===== src/rtl/alu_pkg.sv =====
// Shared constants for the sequential ALU: function codes and FSM state encoding.
package alu_pkg;

  localparam int unsigned CTL_W = 6;

  localparam logic [CTL_W-1:0] CTL_AND   = 6'b100100;
  localparam logic [CTL_W-1:0] CTL_OR    = 6'b100101;
  localparam logic [CTL_W-1:0] CTL_ADD   = 6'b100000;
  localparam logic [CTL_W-1:0] CTL_SUB   = 6'b100010;
  localparam logic [CTL_W-1:0] CTL_SLT   = 6'b101010;
  localparam logic [CTL_W-1:0] CTL_SRL   = 6'b000010;
  localparam logic [CTL_W-1:0] CTL_MULTU = 6'b011001;
  localparam logic [CTL_W-1:0] CTL_MFHI  = 6'b010000;
  localparam logic [CTL_W-1:0] CTL_MFLO  = 6'b010010;

  typedef enum logic {
    IDLE = 1'b0,
    MUL  = 1'b1
  } state_e;

endpackage


===== src/rtl/seq_alu_if.sv =====
// Request/response bundle between the control FSM (master) and the execute ALU (slave).
interface seq_alu_if #(
  parameter int unsigned W   = 32,
  parameter int unsigned SHW = $clog2(W)
);
  logic           start;
  logic [5:0]     ctl;
  logic [W-1:0]   a;
  logic [W-1:0]   b;
  logic [SHW-1:0] shamt;
  logic [W-1:0]   result;
  logic           zero;
  logic           ovf;
  logic           illegal;
  logic           busy;
  logic           valid;

  modport master (
    output start, ctl, a, b, shamt,
    input  result, zero, ovf, illegal, busy, valid
  );

  modport slave (
    input  start, ctl, a, b, shamt,
    output result, zero, ovf, illegal, busy, valid
  );
endinterface


===== src/rtl/multu_seq.sv =====
// Radix-2 shift-add unsigned multiplier: one partial product per step, W steps per product.
module multu_seq #(
  parameter int unsigned W = 32
) (
  input  logic           clk,
  input  logic           reset,
  input  logic           load,
  input  logic           step,
  input  logic [W-1:0]   mcand_in,
  input  logic [W-1:0]   mplier_in,
  output logic [2*W-1:0] prod_c,
  output logic           last_c
);

  localparam int unsigned CW = $clog2(W);

  logic [W-1:0]   mcand_q, mcand_d;
  logic [W-1:0]   mplier_q, mplier_d;
  logic [2*W-1:0] acc_q, acc_d;
  logic [CW-1:0]  cnt_q, cnt_d;
  logic [W:0]     upper_sum;
  logic [2*W-1:0] acc_step;

  // Add into the upper half keeping the carry, then shift {carry, acc} right one place.
  always_comb begin
    upper_sum = {1'b0, acc_q[2*W-1:W]};
    if (mplier_q[0]) begin
      upper_sum = upper_sum + {1'b0, mcand_q};
    end
    acc_step = {upper_sum, acc_q[W-1:1]};
  end

  assign prod_c = acc_step;
  assign last_c = (cnt_q == '0);

  always_comb begin
    mcand_d  = mcand_q;
    mplier_d = mplier_q;
    acc_d    = acc_q;
    cnt_d    = cnt_q;
    if (load) begin
      mcand_d  = mcand_in;
      mplier_d = mplier_in;
      acc_d    = '0;
      cnt_d    = CW'(W - 1);
    end else if (step) begin
      mplier_d = {1'b0, mplier_q[W-1:1]};
      acc_d    = acc_step;
      cnt_d    = cnt_q - CW'(1);
    end
  end

  always_ff @(posedge clk or posedge reset) begin
    if (reset) begin
      mcand_q  <= '0;
      mplier_q <= '0;
      acc_q    <= '0;
      cnt_q    <= '0;
    end else begin
      mcand_q  <= mcand_d;
      mplier_q <= mplier_d;
      acc_q    <= acc_d;
      cnt_q    <= cnt_d;
    end
  end

endmodule


===== src/rtl/seq_alu.sv =====
// Execute-stage ALU: registered single-cycle ops plus a multi-cycle MULTU into HI/LO.
module seq_alu
  import alu_pkg::*;
#(
  parameter int unsigned W   = 32,
  parameter int unsigned SHW = $clog2(W)
) (
  input  logic       clk,
  input  logic       reset,
  seq_alu_if.slave   bus
);

  state_e         state_q, state_d;
  logic [W-1:0]   result_q, result_d;
  logic           zero_q, zero_d;
  logic           ovf_q, ovf_d;
  logic           illegal_q, illegal_d;
  logic           busy_q, busy_d;
  logic           valid_q, valid_d;
  logic [W-1:0]   hi_q, hi_d;
  logic [W-1:0]   lo_q, lo_d;

  logic [SHW-1:0] shamt;
  logic           is_sub;
  logic [W-1:0]   b_eff;
  logic [W-1:0]   sum;
  logic           add_ovf;
  logic [W-1:0]   alu_res;
  logic           alu_ovf;
  logic           alu_ill;

  logic           mul_load;
  logic           mul_step;
  logic [2*W-1:0] mul_prod_c;
  logic           mul_last_c;

  assign shamt = bus.shamt;

  // Shared adder: SUB and SLT both compute a - b as a + ~b + 1.
  always_comb begin
    is_sub  = (bus.ctl == CTL_SUB) || (bus.ctl == CTL_SLT);
    b_eff   = is_sub ? ~bus.b : bus.b;
    sum     = bus.a + b_eff + W'(is_sub);
    add_ovf = (bus.a[W-1] == b_eff[W-1]) && (sum[W-1] != bus.a[W-1]);
    alu_res = '0;
    alu_ovf = 1'b0;
    alu_ill = 1'b0;
    case (bus.ctl)
      CTL_AND:   alu_res = bus.a & bus.b;
      CTL_OR:    alu_res = bus.a | bus.b;
      CTL_ADD: begin
        alu_res = sum;
        alu_ovf = add_ovf;
      end
      CTL_SUB: begin
        alu_res = sum;
        alu_ovf = add_ovf;
      end
      CTL_SLT:   alu_res = W'(sum[W-1] ^ add_ovf);
      CTL_SRL:   alu_res = bus.b >> shamt;
      CTL_MFHI:  alu_res = hi_q;
      CTL_MFLO:  alu_res = lo_q;
      CTL_MULTU: alu_res = '0;
      default:   alu_ill = 1'b1;
    endcase
  end

  // Next-state and output registers; valid and illegal are single-cycle pulses.
  always_comb begin
    state_d   = state_q;
    result_d  = result_q;
    zero_d    = zero_q;
    ovf_d     = ovf_q;
    illegal_d = 1'b0;
    busy_d    = busy_q;
    valid_d   = 1'b0;
    hi_d      = hi_q;
    lo_d      = lo_q;
    mul_load  = 1'b0;
    mul_step  = 1'b0;
    case (state_q)
      IDLE: begin
        if (bus.start) begin
          if (bus.ctl == CTL_MULTU) begin
            mul_load = 1'b1;
            busy_d   = 1'b1;
            state_d  = MUL;
          end else begin
            result_d  = alu_res;
            zero_d    = (alu_res == '0);
            ovf_d     = alu_ovf;
            illegal_d = alu_ill;
            valid_d   = 1'b1;
          end
        end
      end
      MUL: begin
        mul_step = 1'b1;
        if (mul_last_c) begin
          hi_d     = mul_prod_c[2*W-1:W];
          lo_d     = mul_prod_c[W-1:0];
          result_d = mul_prod_c[W-1:0];
          zero_d   = (mul_prod_c[W-1:0] == '0);
          ovf_d    = 1'b0;
          valid_d  = 1'b1;
          busy_d   = 1'b0;
          state_d  = IDLE;
        end
      end
    endcase
  end

  always_ff @(posedge clk or posedge reset) begin
    if (reset) begin
      state_q   <= IDLE;
      result_q  <= '0;
      zero_q    <= 1'b1;
      ovf_q     <= 1'b0;
      illegal_q <= 1'b0;
      busy_q    <= 1'b0;
      valid_q   <= 1'b0;
      hi_q      <= '0;
      lo_q      <= '0;
    end else begin
      state_q   <= state_d;
      result_q  <= result_d;
      zero_q    <= zero_d;
      ovf_q     <= ovf_d;
      illegal_q <= illegal_d;
      busy_q    <= busy_d;
      valid_q   <= valid_d;
      hi_q      <= hi_d;
      lo_q      <= lo_d;
    end
  end

  multu_seq #(.W(W)) u_multu (
    .clk       (clk),
    .reset     (reset),
    .load      (mul_load),
    .step      (mul_step),
    .mcand_in  (bus.a),
    .mplier_in (bus.b),
    .prod_c    (mul_prod_c),
    .last_c    (mul_last_c)
  );

  assign bus.result  = result_q;
  assign bus.zero    = zero_q;
  assign bus.ovf     = ovf_q;
  assign bus.illegal = illegal_q;
  assign bus.busy    = busy_q;
  assign bus.valid   = valid_q;

endmodule


===== src/flat_wrapper.sv =====
// flat-port wrapper written by rule: the top's interface ports become plain ports
module seq_alu_flat import alu_pkg::*;
#(
  parameter int unsigned W   = 32,
  parameter int unsigned SHW = $clog2(W)
)
  (clk, reset, bus_start, bus_ctl, bus_a, bus_b, bus_shamt, bus_result, bus_zero, bus_ovf, bus_illegal, bus_busy, bus_valid);
  seq_alu_if #(.W(W), .SHW(SHW)) bus_i ();
  input  logic clk;
  input  logic reset;
  input wire logic [$bits(bus_i.start)-1:0] bus_start;
  input wire logic [$bits(bus_i.ctl)-1:0] bus_ctl;
  input wire logic [$bits(bus_i.a)-1:0] bus_a;
  input wire logic [$bits(bus_i.b)-1:0] bus_b;
  input wire logic [$bits(bus_i.shamt)-1:0] bus_shamt;
  output wire logic [$bits(bus_i.result)-1:0] bus_result;
  output wire logic [$bits(bus_i.zero)-1:0] bus_zero;
  output wire logic [$bits(bus_i.ovf)-1:0] bus_ovf;
  output wire logic [$bits(bus_i.illegal)-1:0] bus_illegal;
  output wire logic [$bits(bus_i.busy)-1:0] bus_busy;
  output wire logic [$bits(bus_i.valid)-1:0] bus_valid;
  assign bus_i.start = bus_start;
  assign bus_i.ctl = bus_ctl;
  assign bus_i.a = bus_a;
  assign bus_i.b = bus_b;
  assign bus_i.shamt = bus_shamt;
  assign bus_result = bus_i.result;
  assign bus_zero = bus_i.zero;
  assign bus_ovf = bus_i.ovf;
  assign bus_illegal = bus_i.illegal;
  assign bus_busy = bus_i.busy;
  assign bus_valid = bus_i.valid;
  seq_alu #(.W(W), .SHW(SHW)) u_core (.clk(clk), .reset(reset), .bus(bus_i));
endmodule

===== config.mk =====
export PLATFORM = sky130hd
export DESIGN_NAME = seq_alu_flat
export DESIGN_NICKNAME = d
export VERILOG_FILES = /design/src/rtl/alu_pkg.sv /design/src/rtl/seq_alu_if.sv /design/src/rtl/multu_seq.sv /design/src/rtl/seq_alu.sv /design/src/flat_wrapper.sv
export SDC_FILE = /design/constraint.sdc
export NUM_CORES = 1
export LEC_CHECK = 0
export CAP_MARGIN = 25
export CORE_MARGIN = 1
export CORE_UTILIZATION = 45
export CTS_BUF_LIST = sky130_fd_sc_hd__clkbuf_2
export DETAILED_ROUTE_END_ITERATION = 8
export PLACE_DENSITY = 0.66
export SLEW_MARGIN = 15
export SYNTH_ARGS = -nofsm -noshare
export SYNTH_HDL_FRONTEND = slang
export SYNTH_SLANG_ARGS = --single-unit
export TNS_END_PERCENT = 50

===== constraint.sdc =====
create_clock -name clk -period 8.25 [get_ports clk]
set_input_delay 1.65 -clock clk [delete_from_list [all_inputs] [get_ports clk]]
set_output_delay 1.65 -clock clk [all_outputs]
set_load 0.05 [all_outputs]

Word-level counts from Yosys, hierarchy flattened

Cells that the tools add are included.

Add/subtract/negate cells: 4
Shift-type cells: 1
Mux-type cells: 39
Eq/ne operators: 15
Reduce and logical (&&, ||, !) cells: 11
Bitwise logic cells: 5

Operators with widths:

| kind                                                                | count |
|---|---|
| 32-bit one-hot mux with 7 select lines                              | 1 |
| 32-bit 2-to-1 mux                                                   | 6 |
| 64-bit 2-to-1 mux                                                   | 2 |
| 32-bit zero test                                                    | 2 |
| 32-bit one-hot mux with 2 select lines                              | 1 |
| 32-bit by 32-bit adder with 33-bit output                           | 1 |
| 33-bit 2-to-1 mux                                                   | 1 |
| 32-bit by 1-bit adder with 32-bit output                            | 1 |
| 32-bit adder                                                        | 1 |
| 32-bit bitwise AND                                                  | 1 |
| 32-bit NOT                                                          | 1 |
| 32-bit bitwise OR                                                   | 1 |
| 32-bit by 5-bit >> shifter with 32-bit output                       | 1 |
| 6-bit == test (second input constant)                               | 5 |
| 1-bit 2-to-1 mux                                                    | 21 |
| 6-bit by 5-bit == test with 1-bit output (second input constant)    | 3 |
| 5-bit 2-to-1 mux                                                    | 2 |
| 1-bit one-hot mux with 2 select lines                               | 5 |
| 8-bit OR reduction                                                  | 1 |
| 6-bit by 2-bit == test with 1-bit output (second input constant)    | 1 |
| 2-bit != test (second input constant)                               | 3 |
| 3-bit AND reduction                                                 | 2 |
| 5-bit zero test                                                     | 1 |
| 5-bit by 1-bit subtractor with 5-bit output (second input constant) | 1 |
| 10 further kinds                                                    | 10 |

Logic and storage cells: 88
Output and inout port bits: 37
Register bits after elaboration: 235
Input bits: 78

Longest topological paths before layout

Depth in word-level cells: 13
Mapped depth: 19
Gate-level depth less buffers: 16

Hierarchy

A second synthesis with hierarchy kept.

Cells, all modules: 1,929
Area, all modules: 17,674.5 um^2

By module, submodules not included:

| module    | sequential area each (um^2) | instances | area an instance (um^2) | cells each |
|---|---|---|---|---|
| seq_alu   | 2,553.7                     | 1         | 9,897.0                 | 1,156 |
| multu_seq | 3,303.2                     | 1         | 7,777.5                 | 773 |

Least setup slack after synthesis

OpenSTA, ideal clock, no wires.

Path kind: input -> register
Start: in bus_ctl[2]
End: reg u_core.zero_q, in the netlist u_core.bus.zero
Path buffers: 4
Slack: 2.194 ns
Library setup time: 0.086 ns
Stages on the path: 19
Data required time: 8.164 ns
Arrival time: 5.970 ns
Path through: buf_2 -> or3b_1 -> or2_2 -> clkbuf_1 -> buf_1 -> xnor2_1 -> ha_1 -> clkbuf_1 -> a21o_1 -> a21o_1 -> a21o_1 -> o32ai_1 -> a31oi_4 -> a211oi_2 -> nor3_1 -> or3b_2 -> nor4_2 -> nand4b_1 -> o31ai_2

Cells in the longest elaborated chain, start to end: 13
Elaborated cells between the ends (all ways): 25
Classes of those cells: 2 x add/sub; 12 x eq/ne; 5 x mux; 1 x bitwise; 5 x reduce/logical

RTL lines:

| item                                     | line                         | text |
|---|---|---|
| start: declaration                       | flat_wrapper.sv:12           | `input wire logic [$bits(bus_i.ctl)-1:0] bus_ctl;` |
| 6-bit == test                            | seq_alu.sv:41, seq_alu.sv:48 |  |
| 1-bit logical OR                         | seq_alu.sv:41                | `is_sub = (bus.ctl == CTL_SUB) \|\| (bus.ctl == CTL_SLT);` |
| 32-bit 2-to-1 mux                        | seq_alu.sv:42                | `b_eff = is_sub ? ~bus.b : bus.b;` |
| 32-bit adder                             | seq_alu.sv:43                | `sum = bus.a + b_eff + W'(is_sub);` |
| 32-bit by 1-bit adder with 32-bit output | seq_alu.sv:43                |  |
| 1-bit != test                            | seq_alu.sv:44                | `add_ovf = (bus.a[W-1] == b_eff[W-1]) && (sum[W-1] != bus.a[W-1]);` |
| 1-bit logical AND                        | seq_alu.sv:44                |  |
| 1-bit XOR                                | seq_alu.sv:59                | `CTL_SLT: alu_res = W'(sum[W-1] ^ add_ovf);` |
| 32-bit one-hot mux with 7 select lines   | seq_alu.sv:48                | `case (bus.ctl)` |
| 32-bit zero test                         | seq_alu.sv:90                | `zero_d = (alu_res == '0);` |
| 1-bit 2-to-1 mux                         | seq_alu.sv:84                | `if (bus.ctl == CTL_MULTU) begin` |
| 1-bit 2-to-1 mux                         | seq_alu.sv:83                | `if (bus.start) begin` |
| 1-bit one-hot mux with 2 select lines    | seq_alu.sv:81                | `case (state_q)` |
| end signal: assignment                   | seq_alu.sv:127               | `zero_q <= zero_d;` |
| end: declaration                         | seq_alu.sv:15                | `logic zero_q, zero_d;` |

Parallel ways exist; a longest one is shown, timed or not. The select of a mux whose other input is x is not followed.
A chain may end at the register's enable or synchronous reset.

Worst setup path in the final report

Start: in bus_ctl[1]
End: reg u_core.zero_q, in the netlist u_core.bus.zero

The elaborated chain is that of the path after synthesis.

==> flow_summary.toml <==
[timing]
setup_viol = 0
rsz0062_at_grt = "false"
slew_viol_final = 0
finClkSkew_ps = 82.9
hold_viol = 0
tightest_slew_ps = 1030
post-route-period-util_pct = 74.6
tns_ps = 0
max_slew_margin_pct = 31.0
fin_ws_ps = 2090
max_freq_mhz = 162
fin_crit_ps = 6160

[logic_synthesis]
synth_ff_type = "dfrtp_1"
ys_seq_elements = 234
synth_edf_count = 0
yosys.area.top_type = "dfrtp_1"
ys_seq_area_share_pct = 34.5
ys_top_cells_by_area = "dfrtp_1 34%, mux2i_1 7.5%, nand2_1 7.3%, ha_1 5.4%, o21ai_0 5.0%"
synth_cell_type_count = 86
netlist_instances = 1930
syn_nets = 2083
avgSynthCellArea_um2 = 8.79
synth-async-reset-ratio_pct = 100
synth_top_cell_area_share_pct = 34.4
syn_area_um2 = 17000
ys.warnings.count = 0

[clocking]
htreeDepth = 3
hold_buffers = 0
clockBufferDepth = 3
numCtsBuffers = 67
root_buffer = "clkbuf_2"
clock_latency_ps = 980
cts_resized = 0
clkSinkCount = 234
cts_tree = "done"
post-cts-setup-buffers = 0
path_clk_slew_ps = 110

[critical_path]
r2r_start = "u_core.state_q$_DFF_PP0_"
critPathLaunchType = "input port"
path_class = "input port to flop"
critPathCaptureType = "flop"
crit_end = "u_core.bus.zero$_DFFE_PP1P_"
rr_worst_depth = 12
timing.rr.end = "u_core.bus.zero$_DFFE_PP1P_"
cp_max_fo = 26
r2r_slack_ps = 4170
required_ps = 9100
startpoint = "bus_ctl[1]"
arrival_ps = 7010

[grt]
grt.overflow.total = 0
grt_pass1_wl_mm = 93.8
antenna_found_initial = 2
grt_pass1_vias = 15300
grt_max_degree = 146
grt_use_total_pct = 32.4

[power]
vdd_drop_max_mv = 0.140
p_leak_nw = 8.65
p_per_area_nw_per_um2 = 239

[floorplanning]
start_util_pct = 46.0
io_pins = 115
fp.coreArea_um2 = 36900
die_area_um2 = 38500
dieHeight_um = 196
fp.dieW_um = 196
fp-row-count = 70

[placed_design]
gp_congestion = 0.996
hpwlAfterDp_mm = 44.8
place_area_um2 = 18400
place_ws_ps = 1280
port_buffers = 114

[final_layout]
layout-drive-gt1-share_pct = 11.9
fin_area_um2 = 19000
nFillCells = 3491
fin_nets = 2143
area.growth.synth_to_final_pct = 12.0
final_cell_mix = "330 x nand2_1, 231 x dfrtp_1, 168 x o21ai_0"
final_common_cell = "nand2_1"

[routing]
finalWirelength_mm = 62.0
drcViolationCount = 0
first_iter_violations = 1607
via_per_inst = 6.25
drt_pass1_iterations = 8
ant_nets = 0
vias = 15900
routedWlPerCell_um = 24.4

[hold_path]
worstHoldStart = "u_core.u_multu.mplier_q[22]$_DFFE_PP0P_"
hold_path_depth = 2
worstHoldPathType = "flop to flop"

[flow_run]
maxCapViolCount = 0

[run_status]
status = "completed"
-- synth_stat cells (8+ instances only) --
master,count
o31ai_1,9
a222oi_1,23
clkbuf_1,118
a21o_1,32
nand4_1,13
o2111ai_1,26
ha_1,73
o22ai_1,13
nand2b_1,11
o211ai_1,12
nor2b_1,15
a221o_1,8
and2_1,8
o21ai_0,168
a31oi_1,10
o21a_1,13
xnor2_1,54
a211oi_1,17
nand2_1,330
buf_2,9
dfrtp_1,233
inv_1,38
o21bai_1,9
mux2i_1,127
nor2_1,106
nor3_1,32
mux2_2,38
buf_1,15
nand3_1,50
nor4_1,13
mux4_2,33
xor2_1,15
a21oi_1,107
or2_2,9
-- layer usage --
metal	vias up	global-route usage [%]	wire, µm
li1	7222	-	-
met1	7789	42.9	26000
met2	730	51.7	28600
met3	154	5.64	4490
met4	0	15.3	2940
met5	-	0	0
-- where the power goes --
group / total (mW) / leakage [nW] / internal [mW] / switching [mW]
combinational: 1.93 / 5.10 / 0.730 / 1.20
clock: 0.839 / 0.447 / 0.319 / 0.520
sequential: 1.78 / 3.11 / 1.46 / 0.316
total: 4.55 / 8.65 / 2.51 / 2.04
-- worst min-delay path by stage --
stage	slack [ps]	to
after floorplan	450	u_core.lo_q[0]$_DFFE_PP0P_
after global placement	460	u_core.lo_q[22]$_DFFE_PP0P_
after detailed placement	460	u_core.lo_q[16]$_DFFE_PP0P_
after CTS	490	u_core.lo_q[16]$_DFFE_PP0P_
after global routing	510	u_core.u_multu.mplier_q[21]$_DFFE_PP0P_
final	470	u_core.u_multu.mplier_q[21]$_DFFE_PP0P_
-- critical path: stages --
cell	delay (ps)
clkdlybuf4s50_1	700
or3b_1	440
or2_2	410
buf_4	320
xnor2_1	210
ha_1	340
nand3b_1	160
a211o_1	320
a211oi_1	440
o2111ai_1	200
a21oi_1	200
mux2i_1	260
o221ai_1	170
or4_1	570
nor4_2	220
nand4b_1	170
o31ai_2	200
-- registers in the layout (all words and copies together) (netlist names) --
signal                   cells
u_core.lo_q                 32
u_core.bus.busy              1
u_core.bus.zero              1
u_core.state_q               1
u_core.bus.illegal           1
u_core.bus.valid             1
u_core.bus.result           32
u_core.u_multu.cnt_q         5
u_core.u_multu.mplier_q     32
u_core.u_multu.mcand_q      32
u_core.bus.ovf               1
u_core.hi_q                 32
u_core.u_multu.acc_q        63
-- cell families after synthesis --
group / Yosys count / share of synthesized area, %
XOR/XNOR: 69 / 3.56
adder cells (fa/ha/maj): 76 / 5.68
AO/OA/AOI/OAI: 529 / 20.5
flip-flops: 234 / 34.5
buffers and inverters: 191 / 4.46
AND/OR/NAND/NOR: 633 / 16.8
multiplexers: 198 / 14.4
-- cell type report --
type / instances / area (µm²) / share of cell area (%)
clock buffers: 100 / 500 / 2.63
repair buffers: 142 / 1380 / 7.28
well taps: 504 / 631 / 3.32
multi-input cells: 1505 / 10400 / 54.8
diodes: 3 / 7.51 / 0.0395
clock inverters: 14 / 55.1 / 0.290
inverters: 40 / 159 / 0.836
flip-flops and latches: 234 / 5860 / 30.8
-- per-stage QoR --
step           instances  hold WS (ps)  utilization [%]  power, mW
5_1_grt             2542           506             51.5       4.85
3_5_place_dp        2423           464             49.9       3.69
4_1_cts             2537           487             51.4       4.55
6_report            2542           467             51.5       4.55
3_3_place_gp        2422           459             49.9       3.65
2_1_floorplan       1930           446                -       3.05
Note: power is estimated with default switching activity, not from simulation.
